**src/rtl/alu_operand_stage_pkg.sv**
```systemverilog
// alu_operand_stage_pkg: shared widths, ALU opcodes and condition-code bit positions
package alu_operand_stage_pkg;
   localparam int DATA_W   = 16;
   localparam int NUM_REGS = 8;
   localparam int IDX_W    = $clog2(NUM_REGS);
   localparam int OP_W     = 4;
   localparam int CC_W     = 4;
   typedef enum logic [OP_W-1:0] {
      OP_PASSA = 4'b0000,
      OP_INCA  = 4'b0001,
      OP_ADD   = 4'b0010,
      OP_ADDC1 = 4'b0011,
      OP_SUBB1 = 4'b0100,
      OP_SUBC  = 4'b0101,
      OP_DECA  = 4'b0110,
      OP_PASSB = 4'b0111
   } alu_op_e;
   localparam int CC_Z = 3;
   localparam int CC_C = 2;
   localparam int CC_N = 1;
   localparam int CC_V = 0;
endpackage

```
**src/rtl/alu_operand_stage_regfile_2r1w.sv**
```systemverilog
// regfile_2r1w: general register file with two combinational reads and one synchronous write
module regfile_2r1w
   import alu_operand_stage_pkg::*;
#(
   parameter int NREGS = NUM_REGS,
   parameter int WIDTH = DATA_W
) (
   input  logic                     clock,
   input  logic                     reset_L,
   input  logic [$clog2(NREGS)-1:0] rd_idx_a,
   output logic [WIDTH-1:0]         rd_data_a,
   input  logic [$clog2(NREGS)-1:0] rd_idx_b,
   output logic [WIDTH-1:0]         rd_data_b,
   input  logic                     wr_en,
   input  logic [$clog2(NREGS)-1:0] wr_idx,
   input  logic [WIDTH-1:0]         wr_data
);
   logic [NREGS-1:0][WIDTH-1:0] regs_q, regs_d;
   assign rd_data_a = regs_q[rd_idx_a];
   assign rd_data_b = regs_q[rd_idx_b];
   // next register contents: only the addressed entry changes on a write
   always_comb begin
      regs_d = regs_q;
      if (wr_en) regs_d[wr_idx] = wr_data;
   end
   // register array, cleared to zero on reset (R0 included, it is writable)
   always_ff @(posedge clock or negedge reset_L) begin
      if (!reset_L) regs_q <= '0;
      else          regs_q <= regs_d;
   end
endmodule

```
**src/rtl/alu_operand_stage.sv**
```systemverilog
// alu_operand_stage: operand fetch with write-back bypass, single-entry operand buffer and CC register
module alu_operand_stage
   import alu_operand_stage_pkg::*;
#(
   parameter int NREGS = NUM_REGS,
   parameter int WIDTH = DATA_W
) (
   input  logic                     clock,
   input  logic                     reset_L,
   input  logic                     iss_valid,
   output logic                     iss_ready,
   input  logic [$clog2(NREGS)-1:0] srcA,
   input  logic [$clog2(NREGS)-1:0] srcB,
   input  logic                     useImm,
   input  logic [WIDTH-1:0]         imm,
   input  logic [OP_W-1:0]          op_in,
   output logic                     op_valid,
   input  logic                     op_ready,
   output logic [WIDTH-1:0]         inA,
   output logic [WIDTH-1:0]         inB,
   output logic [OP_W-1:0]          ALUop,
   input  logic                     wb_en,
   input  logic [$clog2(NREGS)-1:0] wb_dst,
   input  logic [WIDTH-1:0]         wb_data,
   input  logic                     cc_load,
   input  logic [CC_W-1:0]          CCin,
   output logic [CC_W-1:0]          CC
);
   logic [WIDTH-1:0] rf_a, rf_b, byp_a, byp_b;
   logic [WIDTH-1:0] in_a_q, in_a_d, in_b_q, in_b_d;
   alu_op_e          op_q, op_d;
   logic             op_valid_q, op_valid_d;
   logic [CC_W-1:0]  cc_q, cc_d;
   logic             accept;
   regfile_2r1w #(.NREGS(NREGS), .WIDTH(WIDTH)) u_rf (
      .clock     (clock),
      .reset_L   (reset_L),
      .rd_idx_a  (srcA),
      .rd_data_a (rf_a),
      .rd_idx_b  (srcB),
      .rd_data_b (rf_b),
      .wr_en     (wb_en),
      .wr_idx    (wb_dst),
      .wr_data   (wb_data)
   );
   // ready depends only on buffer state and the consumer, never on iss_valid
   assign iss_ready = ~op_valid_q | op_ready;
   assign accept    = iss_valid & iss_ready;
   assign op_valid  = op_valid_q;
   assign inA       = in_a_q;
   assign inB       = in_b_q;
   assign ALUop     = op_q;
   assign CC        = cc_q;
   // bypass same-cycle write-back into the fetch; buffer loads only on accept so stalled operands stay stale
   always_comb begin
      byp_a      = (wb_en && wb_dst == srcA) ? wb_data : rf_a;
      byp_b      = (wb_en && wb_dst == srcB) ? wb_data : rf_b;
      in_a_d     = accept ? byp_a : in_a_q;
      in_b_d     = accept ? (useImm ? imm : byp_b) : in_b_q;
      op_d       = accept ? alu_op_e'(op_in) : op_q;
      op_valid_d = accept | (op_valid_q & ~op_ready);
   end
   // condition codes load as a whole word from the ALU, flag by flag with no masking
   always_comb begin
      cc_d       = cc_q;
      cc_d[CC_Z] = cc_load ? CCin[CC_Z] : cc_q[CC_Z];
      cc_d[CC_C] = cc_load ? CCin[CC_C] : cc_q[CC_C];
      cc_d[CC_N] = cc_load ? CCin[CC_N] : cc_q[CC_N];
      cc_d[CC_V] = cc_load ? CCin[CC_V] : cc_q[CC_V];
   end
   // operand buffer and CC state; reset drops any in-flight op
   always_ff @(posedge clock or negedge reset_L) begin
      if (!reset_L) begin
         op_valid_q <= 1'b0;
         in_a_q     <= '0;
         in_b_q     <= '0;
         op_q       <= OP_PASSA;
         cc_q       <= '0;
      end else begin
         op_valid_q <= op_valid_d;
         in_a_q     <= in_a_d;
         in_b_q     <= in_b_d;
         op_q       <= op_d;
         cc_q       <= cc_d;
      end
   end
endmodule

```
**config.mk**
```make
export PLATFORM = sky130hd
export DESIGN_NAME = alu_operand_stage
export DESIGN_NICKNAME = d
export VERILOG_FILES = /design/src/rtl/alu_operand_stage_pkg.sv /design/src/rtl/alu_operand_stage_regfile_2r1w.sv /design/src/rtl/alu_operand_stage.sv
export SDC_FILE = /design/constraint.sdc
export NUM_CORES = 1
export LEC_CHECK = 0
export ABC_AREA = 0
export BUFFER_PORTS_ARGS = -buffer_cell sky130_fd_sc_hd__buf_4
export CAP_MARGIN = 0
export CORE_ASPECT_RATIO = 1.2
export CORE_MARGIN = 2
export CORE_UTILIZATION = 54
export CTS_CLUSTER_SIZE = 12
export DETAILED_ROUTE_END_ITERATION = 6
export GPL_TIMING_DRIVEN = 0
export MAX_ROUTING_LAYER = met4
export PLACE_DENSITY = 0.77
export SLEW_MARGIN = 20
export SYNTH_ARGS = -nofsm -noshare
export SYNTH_HDL_FRONTEND = slang
export SYNTH_SLANG_ARGS = --single-unit
export TNS_END_PERCENT = 50
```
**constraint.sdc**
```tcl
create_clock -name clock -period 1.75 [get_ports clock]
set_clock_uncertainty 0.2 [all_clocks]
set_input_delay 0.35 -clock clock [delete_from_list [all_inputs] [get_ports clock]]
set_output_delay 0.35 -clock clock [all_outputs]
set_load 0.005 [all_outputs]
```
After elaboration in Yosys (flattened, before gate mapping)
Index checks and enable logic that the tools add are counted.

storage, ports and cells
  bits in registers = 169
  logic and storage cells = 38
  input port bits = 56
  output and inout bits = 42

operators by class
  order comparisons = 4
  eq/ne operators = 2
  reductions and logical operators = 3
  muxes and demuxes = 10
  bitwise gates (word level) = 6

operators with widths
  cell                                                                                  count
  128-bit bitwise mux                                                                   1
  16-bit binary-select mux with 3-bit select                                            2
  16-bit two-way mux                                                                    6
  16-bit demux with 3-bit select                                                        1
  3-bit by 4-bit less-than comparator with 1-bit output (second input constant)         3
  3-bit equality test                                                                   2
  3-bit by 1-bit greater-or-equal comparator with 1-bit output (second input constant)  1
  1-bit logical AND                                                                     3
  1-bit AND                                                                             2
  1-bit inverter                                                                        2
  1-bit bitwise OR                                                                      2

Logic depth before layout (Yosys ltp)
Gate-level depths: netlist (run 1).

  word-level depth = 5
  mapped depth = 8
  mapped depth without buffers = 5

By module
Synthesis (run 1) repeated with hierarchy kept, for this count alone.

unflattened totals
  cells, all modules = 604
  area total of the unflattened synthesis = 9148.8 um^2

by module, submodules not included
  module             sequential area each (um^2)  area an instance (um^2)  cells each  instances
  regfile_2r1w       3203.1                       6998.0                   393         1
  alu_operand_stage  1026.0                       2150.8                   211         1

Worst setup path before layout (run 1)
Ideal clock, no wire load.

  path kind = input-to-reg
  start point = in wb_dst[0]
  end point = reg u_rf.regs_q[37] in the netlist's numbering
  data required time = 1.425 ns
  buffers on the path = 2
  arrival = 1.668 ns
  slack = -0.243 ns
  setup time = 0.125 ns
  stages = 5
  path through = buf_2 nand2b_1 nor3b_2 buf_4 mux2_2

between the ends
  cells in the longest elaborated chain, start to end = 5
  elaborated cells between the ends (all ways) = 6
  those cells by class = 2 x order compare; 3 x mux; 1 x reduce/logical

ends and longest elaborated chain
  element                                                                                                                                                      line                                  RTL
  from (decl)                                                                                                                                                  alu_operand_stage.sv:23               input logic [$clog2(NREGS)-1:0] wb_dst,
  3-bit by 4-bit less-than comparator with 1-bit output (implied by the code) or 3-bit by 1-bit greater-or-equal comparator with 1-bit output (tied branches)  alu_operand_stage_regfile_2r1w.sv:24  if (wr_en) regs_d[wr_idx] = wr_data;
  1-bit logical AND (implied by the code)                                                                                                                      alu_operand_stage_regfile_2r1w.sv:24
  16-bit two-way mux (implied by the code)                                                                                                                     alu_operand_stage_regfile_2r1w.sv:24
  16-bit demux with 3-bit select (*)                                                                                                                           --
  128-bit bitwise mux (*)                                                                                                                                      alu_operand_stage_regfile_2r1w.sv:24
  to (signal assigned)                                                                                                                                         alu_operand_stage_regfile_2r1w.sv:29  else regs_q <= regs_d;
  to (decl)                                                                                                                                                    alu_operand_stage_regfile_2r1w.sv:18  logic [NREGS-1:0][WIDTH-1:0] regs_q, regs_d;

Every way passes the cells marked *; elsewhere a longest branch is shown, timed or not.
A chain may end at the register's enable or synchronous reset.

Worst setup path in the final report (run 1)
  start point = reg op_valid_q (netlist: op_valid)
  end point = out iss_ready

between the ends
  cells in the longest elaborated chain, start to end = 2

ends and longest elaborated chain
  element                 line                     RTL
  from (decl)             alu_operand_stage.sv:32  logic op_valid_q, op_valid_d;
  from (signal assigned)  alu_operand_stage.sv:80  op_valid_q <= op_valid_d;
  1-bit inverter          alu_operand_stage.sv:47  assign iss_ready = ~op_valid_q | op_ready;
  1-bit bitwise OR        alu_operand_stage.sv:47
  to (decl)               alu_operand_stage.sv:11  output logic iss_ready,

Every way passes these cells.

==> results of run 1 <==
-- final cells by class --
| cell class | instances | share of cell area, % |
|---|---|---|
| multi-input combinational | 524 | 41.5 |
| sequential | 169 | 36.7 |
| timing repair buffer | 131 | 9.90 |
| buffer | 63 | 4.08 |
| clock buffer | 19 | 3.76 |
| tap | 212 | 2.30 |
| clock inverter | 13 | 1.28 |
| inverter | 14 | 0.478 |
-- flip-flops by register name (all words and copies together), names as in the netlist --
signal	cells
ALUop	4
inB	16
u_rf.regs_q	128
op_valid	1
CC	4
inA	16
-- per-layer routing --
layer | up-vias | routed length [um] | share of wire [%] | track usage, %
met5 | - | 0 | 0 | -
met4 | 0 | 2170 | 7.1 | 24.4
met3 | 170 | 2930 | 9.6 | 7.82
met2 | 605 | 14600 | 48 | 54.1
met1 | 3798 | 10800 | 35 | 42.8
li1 | 3163 | - | - | -
-- what timing repair did --
action / CTS / global route
buffers inserted: 16 / 9
pin swaps: 23 / 15
endpoints found under the setup margin: 88 / 69
hold endpoints to repair: 110 / 0
gates resized for setup: 81 / 29
gates cloned: 1 / 1
hold buffers: 19 / 0
-- where the power goes --
group / total [uW] / internal, uW / leakage [uW] / switching [uW]
registers: 5440 / 4720 / 0.00205 / 721
logic: 3110 / 1740 / 0.00288 / 1380
clock network: 3790 / 2120 / 0.000270 / 1680
total: 12300 / 8570 / 0.00520 / 3770
-- kinds of logic (layout without fill, tap and decap cells) --
| family | count (synthesis) | in the layout | synth area share (%) |
|---|---|---|---|
| compound gates | 128 | 128 | 9.83 |
| xor+xnor | 6 | 6 | 0.585 |
| buf+inv | 79 | 240 | 4.14 |
| flops | 169 | 169 | 47.1 |
| mux | 196 | 196 | 27.8 |
| simple gates | 194 | 194 | 10.6 |
-- how the worst max path moves through the flow --
stage                     slack (ps)  startpoint   endpoint
after global placement          -840   iss_valid     inA[2]
after detailed placement        -830   iss_valid     inB[4]
final                           -280    op_valid  iss_ready
after global routing            -290    op_valid  iss_ready
after floorplan                 -160     srcA[1]     inA[0]
after CTS                       -280    op_valid  iss_ready
-- placed cells by master (no fill, tap or decap), types with 22 or more instances in the layout --
cell type	count
dfrtp_1	169
buf_4	110
nand2_1	108
mux2i_1	76
mux2_2	65
o21ai_0	49
a22oi_1	32
mux4_2	26
mux2_4	23
a221oi_2	22
-- critical path: stages (launching register included) --
cell	delay, ps
dfrtp_1	360
nor2b_4	270
inv_4	60
buf_8	120
buf_8	120
buf_6	110
-- metrics by stage --
| stage | cell area (um2) | cells |
|---|---|---|
| 3_5_place_dp | 10100 | 1070 |
| 2_1_floorplan | 9130 | 772 |
| 6_report | 11500 | 1145 |
| 5_1_grt | 11500 | 1145 |
| 4_1_cts | 11400 | 1138 |
| 3_3_place_gp | 10000 | 1069 |
==> results.py, run 1 <==
metrics = {
    "outcome": {
        "status": "finished, violations left",
        "violations": "setup timing",
    },
    "placement": {
        "hpwl_um": 18500,
        "portBuffers": 85,
        "gp_congestion": 0.943,
        "pre_cts_slack_ps": -833,
    },
    "min_path": {
        "hold_path_class": "in -> reg",
        "hold-path-endpoint": "u_rf.regs_q[41]",
        "whs_path_depth": 2,
        "worstHoldStart": "wb_data[9]",
    },
    "sta": {
        "finalSetupTns_ps": -5540,
        "setup_viol": 33,
        "fin_crit_ps": 2030,
        "rsz0062_at_grt": "true",
        "slew_violations": 0,
        "finalWorstSetupSlack_ps": -276,
        "min_period_over_period_pct": 116,
        "hold_viol_final": 0,
        "worst_slew_pin_slew_ps": 1090,
        "hold_ws_ps": 12.1,
        "slew_headroom_pct": 27.2,
        "fmax_ghz": 0.493,
    },
    "cells_and_area": {
        "n_fill_cell": 1116,
        "drive_gt1_share_pct": 36.5,
        "antenna_cells": 0,
        "multi_input_area_um2": 4780,
        "nets": 976,
        "area_growth_pct": 28.3,
        "final_util_pct": 70.8,
        "seq_area_um2": 4230,
    },
    "power": {
        "cellPowerDensity_nw_per_um2": 1070,
        "total_power_uw": 12300,
        "ir_worst_vdd_uv": 753,
        "p_leak_uw": 0.00520,
    },
    "logic_synthesis": {
        "synth_area_um2": 8990,
        "netlist.area_leader.share_pct": 47.1,
        "ys_types": 32,
        "syn_avg_cell_area_um2": 11.6,
        "ys.flop_type": "dfrtp_1",
        "yosys.area.top_type": "dfrtp_1",
        "synth-seq-cells": 169,
        "synthArstFlopShare_pct": 100,
        "ys.warnings.count": 0,
        "ys_top_cells_by_count": "169 x dfrtp_1, 109 x nand2_1, 88 x mux2_2",
        "synth_area_leaders": "dfrtp_1 47%, mux2_2 11%, mux2i_1 8.5%, mux4_2 6.5%, nand2_1 4.6%",
        "netlist_instances": 772,
        "synth.most_common_cell": "dfrtp_1",
        "ys_seq_area_share_pct": 47.1,
        "synth_edf_count": 0,
        "syn_nets": 828,
    },
    "global_routing": {
        "grtUsageTotal_pct": 35.9,
        "gr-total-overflow": 0,
        "grt_max_degree": 87,
        "grt_pass1_vias": 7941,
        "antenna_found_initial": 0,
        "grt_pass1_wl_um": 45500,
    },
    "critical_path": {
        "reg2regPathDepth": 8,
        "worstReg2RegEnd": "inA[2]",
        "r2r_slack_ps": -250,
        "cp-start-kind": "flop",
        "r2r_start": "op_valid",
        "crit_arrival_ps": 1480,
        "critPathMaxFanout": 4,
        "endpoint_kind": "output pin",
        "path_class": "reg -> out",
        "crit_required_ps": 1200,
    },
    "route": {
        "drt_iter0_drc": 828,
        "wl_per_cell_um": 26.6,
        "drt-vias-per-instance": 6.76,
        "ant_nets": 0,
        "drtPass1Iterations": 5,
        "wl_um": 30500,
        "num_vias": 7736,
        "drc": 0,
    },
    "cts": {
        "numCtsBuffers": 17,
        "cts_buffer_depth": 2,
        "clkLatencyLatePin_ps": 430,
        "cts.clk_slew.worst_paths_ps": 70,
        "cts_tree": "done",
        "cts.sinks": 169,
        "htree_levels": 4,
        "cts-root-buf": "clkbuf_16",
    },
    "die": {
        "initial_core_util_pct": 55.2,
        "die_y_um": 145,
        "io_pins": 98,
        "die_w_um": 122,
        "core_area_um2": 16300,
        "die_area_um2": 17700,
        "rows": 51,
    },
    "run": {
        "drv_cap": 0,
    },
}
Power figures use the tool's default switching activity.
==> run 2, diff against run 1 <==
==> constraint.sdc (replaced) <==
create_clock -name clock -period 1.75 [get_ports clock]
set_clock_uncertainty 0.2 [all_clocks]
set_input_delay 0.35 -clock clock [delete_from_list [all_inputs] [get_ports clock]]
set_output_delay 0.35 -clock clock [all_outputs]
set_load 0.05 [all_outputs]
==> results.py, run 2 (synthesis gave the netlist of run 1 again) <==
metrics = {
    "outcome": {
        "violations": "setup timing",
        "status": "finished, violations left",
    },
    "critical_path": {
        "crit_arrival_ps": 1460,
        "crit_required_ps": 1200,
        "r2r_slack_ps": -180,
        "path_class": "reg -> out",
        "crit_start": "op_valid",
        "critPathMaxFanout": 2,
        "worstReg2RegEnd": "inB[9]",
        "endpoint": "iss_ready",
        "cp-start-kind": "flop",
        "r2r_start": "op_valid",
        "slowest_delay_ps": 360,
        "crit_slowest_cell": "dfrtp_2",
        "reg2regPathDepth": 9,
        "endpoint_kind": "output pin",
        "critical_path.most_common_cell": "buf_12",
        "crit_path_cell_trace": "nor2b_4, inv_4, clkbuf_16, buf_12, buf_12",
    },
    "route": {
        "num_vias": 7732,
        "wl_um": 30000,
        "drtPass1Iterations": 7,
        "drc": 0,
        "drt_iter0_drc": 915,
        "drt-vias-per-instance": 6.75,
        "wl_per_cell_um": 26.2,
        "ant_nets": 0,
    },
    "power": {
        "cellPowerDensity_nw_per_um2": 1120,
        "p_leak_uw": 0.00524,
        "total_power_uw": 12900,
        "ir_worst_vdd_uv": 734,
    },
    "sta": {
        "setup_viol": 33,
        "hold_viol_final": 0,
        "worst_slew_pin_slew_ps": 1110,
        "slew_violations": 0,
        "hold_ws_ps": 0.713,
        "slew_headroom_pct": 26.3,
        "rsz0062_at_grt": "true",
        "min_period_over_period_pct": 115,
        "fin_crit_ps": 2010,
        "fmax_ghz": 0.496,
        "finalWorstSetupSlack_ps": -264,
        "finalSetupTns_ps": -4380,
    },
    "cells_and_area": {
        "final_cell_mix": "168 x dfrtp_1, 111 x buf_4, 103 x nand2_1",
        "regMostFlops": "u_rf.regs_q",
        "nets": 979,
        "n_fill_cell": 1140,
        "largest_reg_flops": 128,
        "antenna_cells": 0,
        "drive_gt1_share_pct": 38.7,
        "area_growth_pct": 28.8,
        "mostFrequentLayoutCell": "dfrtp_1",
    },
    "placement": {
        "gp_congestion": 0.976,
        "pre_cts_slack_ps": -957,
        "portBuffers": 85,
        "hpwl_um": 18500,
    },
    "die": {
        "initial_core_util_pct": 55.2,
        "io_pins": 98,
        "core_area_um2": 16300,
        "rows": 51,
        "die_area_um2": 17700,
        "die_y_um": 145,
        "die_w_um": 122,
    },
    "global_routing": {
        "grt_max_degree": 102,
        "grtUsageTotal_pct": 35.3,
        "antenna_found_initial": 0,
        "grt_pass1_wl_um": 44500,
        "gr-total-overflow": 0,
        "grt_pass1_vias": 7689,
    },
    "cts": {
        "cts.clk_slew.worst_paths_ps": 70,
        "cts-root-buf": "clkbuf_16",
        "cts_buffer_depth": 2,
        "numCtsBuffers": 17,
        "cts_tree": "done",
        "clkLatencyLatePin_ps": 430,
        "cts.sinks": 169,
        "htree_levels": 4,
    },
    "run": {
        "drv_cap": 0,
    },
    "min_path": {
        "hold_path_class": "in -> reg",
    },
}
-- run 2: final cells by class --
| cell class | instances | area (um2) | area share, % |
|---|---|---|---|
| Multi-Input combinational cell | 524 | 4780 | 41.3 |
| Inverter | 14 | 55.1 | 0.476 |
| Clock inverter | 8 | 98.8 | 0.854 |
| Timing Repair Buffer | 135 | 1190 | 10.3 |
| Clock buffer | 21 | 460 | 3.98 |
| Sequential cell | 169 | 4230 | 36.6 |
| Tap cell | 212 | 265 | 2.29 |
| Buffer | 62 | 495 | 4.28 |
-- run 2: routing by layer --
layer | track usage, % | share of wire [%] | routed length [um] | vias to the layer above
li1 | - | - | - | 3169
met1 | 44.8 | 36 | 10800 | 3772
met2 | 52.7 | 47 | 14200 | 631
met3 | 6.25 | 11 | 3220 | 160
met4 | 21.4 | 5.9 | 1770 | 0
met5 | - | 0 | 0 | -
-- run 2: timing repair --
action	4_1_cts	5_1_grt
endpoints found under the setup margin	87	90
hold buffers	15	0
buffers inserted	17	14
cloned	3	1
hold endpoints to repair	82	0
pin swaps	27	15
gates resized for setup	73	42
-- run 2: worst max-delay path: cells and delay by family, from the launching register on --
family,cells,cell delay [ps]
buf+inv,4,470
flops,1,360
simple gates,1,210
-- run 2: where the power goes --
part / switching [uW] / internal (uW) / leakage, uW
logic: 2020 / 1770 / 0.00291
registers: 702 / 4720 / 0.00205
clock network: 1570 / 2150 / 0.000271
total: 4300 / 8630 / 0.00524
-- run 2: metrics by stage --
step,instances,area [um2],util [%]
after floorplan,772,9200,-
after global placement,1069,10100,62.1
after detailed placement,1070,10100,62.3
after CTS,1133,11300,69.7
after global routing,1145,11600,71.1
final,1145,11600,71.1
-- run 2: how the worst min path moves through the flow --
stage	end	slack (ps)	startpoint	depth (start not counted)
finish	u_rf.regs_q[74]	0.7	wb_data[10]	2
global placement	ALUop[0]	260	ALUop[0]	2
global route	u_rf.regs_q[43]	4	wb_data[11]	2
CTS	CC[2]	0.3	cc_load	2
floorplan	ALUop[0]	-150	reset_L	0
detailed placement	ALUop[3]	150	reset_L	1
==> run 3, diff against run 2 <==
--- a/config.mk
+++ b/config.mk
@@ -16,6 +16,7 @@
 export GPL_TIMING_DRIVEN = 0
 export MAX_ROUTING_LAYER = met4
 export PLACE_DENSITY = 0.77
+export RECOVER_POWER = 50
 export SLEW_MARGIN = 20
 export SYNTH_ARGS = -nofsm -noshare
 export SYNTH_HDL_FRONTEND = slang
==> results.py, run 3 (synthesis gave the netlist of run 1 again) <==
metrics = {
    "min_path": {
        "hold_path_class": "in -> reg",
        "hold-path-endpoint": "u_rf.regs_q[74]",
        "whs_path_depth": 2,
        "worstHoldStart": "wb_data[10]",
    },
    "critical_path": {
        "crit_slowest_cell": "dfrtp_2",
        "reg2regPathDepth": 7,
        "crit_path_cell_trace": "nor2b_4, inv_4, clkbuf_16, buf_12, buf_12",
        "cp-start-kind": "flop",
        "endpoint_kind": "output pin",
        "crit_arrival_ps": 1470,
        "crit_required_ps": 1200,
        "worstReg2RegEnd": "inA[3]",
        "path_class": "reg -> out",
        "r2r_start": "op_valid",
        "slowest_delay_ps": 360,
        "critical_path.most_common_cell": "buf_12",
        "r2r_slack_ps": -180,
        "critPathMaxFanout": 2,
    },
    "cts": {
        "cts.sinks": 169,
        "numCtsBuffers": 17,
        "cts_buffer_depth": 2,
        "htree_levels": 4,
        "clkLatencyLatePin_ps": 440,
        "cts-root-buf": "clkbuf_16",
        "cts.clk_slew.worst_paths_ps": 70,
        "cts_tree": "done",
    },
    "cells_and_area": {
        "drive_gt1_share_pct": 38.2,
        "area_growth_pct": 28.4,
        "regMostFlops": "u_rf.regs_q",
        "final_cell_mix": "168 x dfrtp_1, 103 x nand2_1, 99 x buf_4",
        "nets": 979,
        "mostFrequentLayoutCell": "dfrtp_1",
        "antenna_cells": 0,
        "instances_no_fill": 1145,
        "largest_reg_flops": 128,
    },
    "route": {
        "num_vias": 7620,
        "wl_um": 30100,
        "wl_per_cell_um": 26.3,
        "drt_iter0_drc": 947,
        "ant_nets": 0,
        "drt-vias-per-instance": 6.66,
        "drtPass1Iterations": 7,
        "drc": 1,
    },
    "die": {
        "io_pins": 98,
        "initial_core_util_pct": 55.2,
        "die_area_um2": 17700,
        "core_area_um2": 16300,
        "rows": 51,
        "die_w_um": 122,
        "die_y_um": 145,
    },
    "sta": {
        "min_period_over_period_pct": 116,
        "rsz0062_at_grt": "true",
        "finalSetupTns_ps": -8760,
        "finalWorstSetupSlack_ps": -273,
        "slew_violations": 0,
        "fmax_ghz": 0.494,
        "fin_crit_ps": 2020,
        "setup_viol": 99,
        "slew_headroom_pct": 27.3,
        "hold_viol_final": 1,
        "hold_ws_ps": -6.33,
        "worst_slew_pin_slew_ps": 1090,
    },
    "outcome": {
        "status": "finished, violations left",
        "violations": "DRC, hold timing, setup timing",
    },
    "power": {
        "cellPowerDensity_nw_per_um2": 1120,
        "ir_worst_vdd_uv": 744,
        "p_leak_uw": 0.00522,
    },
    "run": {
        "drv_cap": 0,
    },
    "global_routing": {
        "gr-total-overflow": 0,
        "grtUsageTotal_pct": 35.3,
        "antenna_found_initial": 0,
        "grt_max_degree": 102,
        "grt_pass1_vias": 7689,
        "grt_pass1_wl_um": 44500,
    },
    "placement": {
        "hpwl_um": 18500,
        "portBuffers": 85,
        "dp.cells": 1070,
        "gp_congestion": 0.976,
    },
}
-- run 3: cell types whose count changed in the layout (fill, tap and decap cells not counted), moves of 3 or more --
cell,previous run,this run
clkbuf_2,8,11
clkbuf_4,3,9
clkbuf_1,16,20
buf_4,111,99
-- run 3: final cells by class --
type	count	area, um2
Buffer	62	492
Clock buffer	21	460
Clock inverter	8	98.8
Fill cell	1149	4730
Inverter	14	55.1
Multi-Input combinational cell	524	4770
Sequential cell	169	4230
Tap cell	212	265
Timing Repair Buffer	135	1170
-- run 3: worst max-delay path, delay by kind of cell (launching register included) --
kind | cells | cell delay (ps)
flip-flops | 1 | 360
buffers and inverters | 4 | 470
AND/OR/NAND/NOR | 1 | 210
-- run 3: repair_timing --
| action | CTS | global route |
|---|---|---|
| cloned | 3 | 1 |
| hold buffers | 15 | 0 |
| buffers inserted | 17 | 14 |
| gates resized for setup | 73 | 42 |
| pin swaps | 27 | 15 |
| hold endpoints to repair | 82 | 0 |
| endpoints found under the setup margin | 87 | 90 |
-- run 3: power breakdown --
part           switching (uW)  internal [uW]
logic                    2020           1760
clock network            1580           2150
registers                 698           4720
total                    4310           8630
-- run 3: worst max path at each step --
| stage | end | slack, ps | from |
|---|---|---|---|
| detailed placement | inA[6] | -960 | iss_valid |
| global route | iss_ready | -290 | op_valid |
| global placement | op_valid | -960 | reset_L |
| finish | iss_ready | -270 | op_valid |
| floorplan | inB[5] | -180 | op_valid |
| CTS | iss_ready | -290 | op_valid |
-- run 3: per-stage QoR --
stage	power (uW)	setup WS, ps	instance area [um2]	util, %	hold WS [ps]
3_3_place_gp	8730	-958	10100	62.1	264
3_5_place_dp	8840	-957	10100	62.3	146
5_1_grt	13400	-291	11500	70.9	3.87
6_report	12900	-273	11500	70.9	-6.33
2_1_floorplan	7700	-184	9200	-	-146
4_1_cts	12700	-286	11300	69.7	0.297
-- run 3: per-layer routing --
metal	wire, um	share of wire, %	GRT usage [%]
met4	1780	5.9	21.4
met2	14300	48	52.7
met3	3110	10	6.25
met1	10900	36	44.8
met5	0	0	-
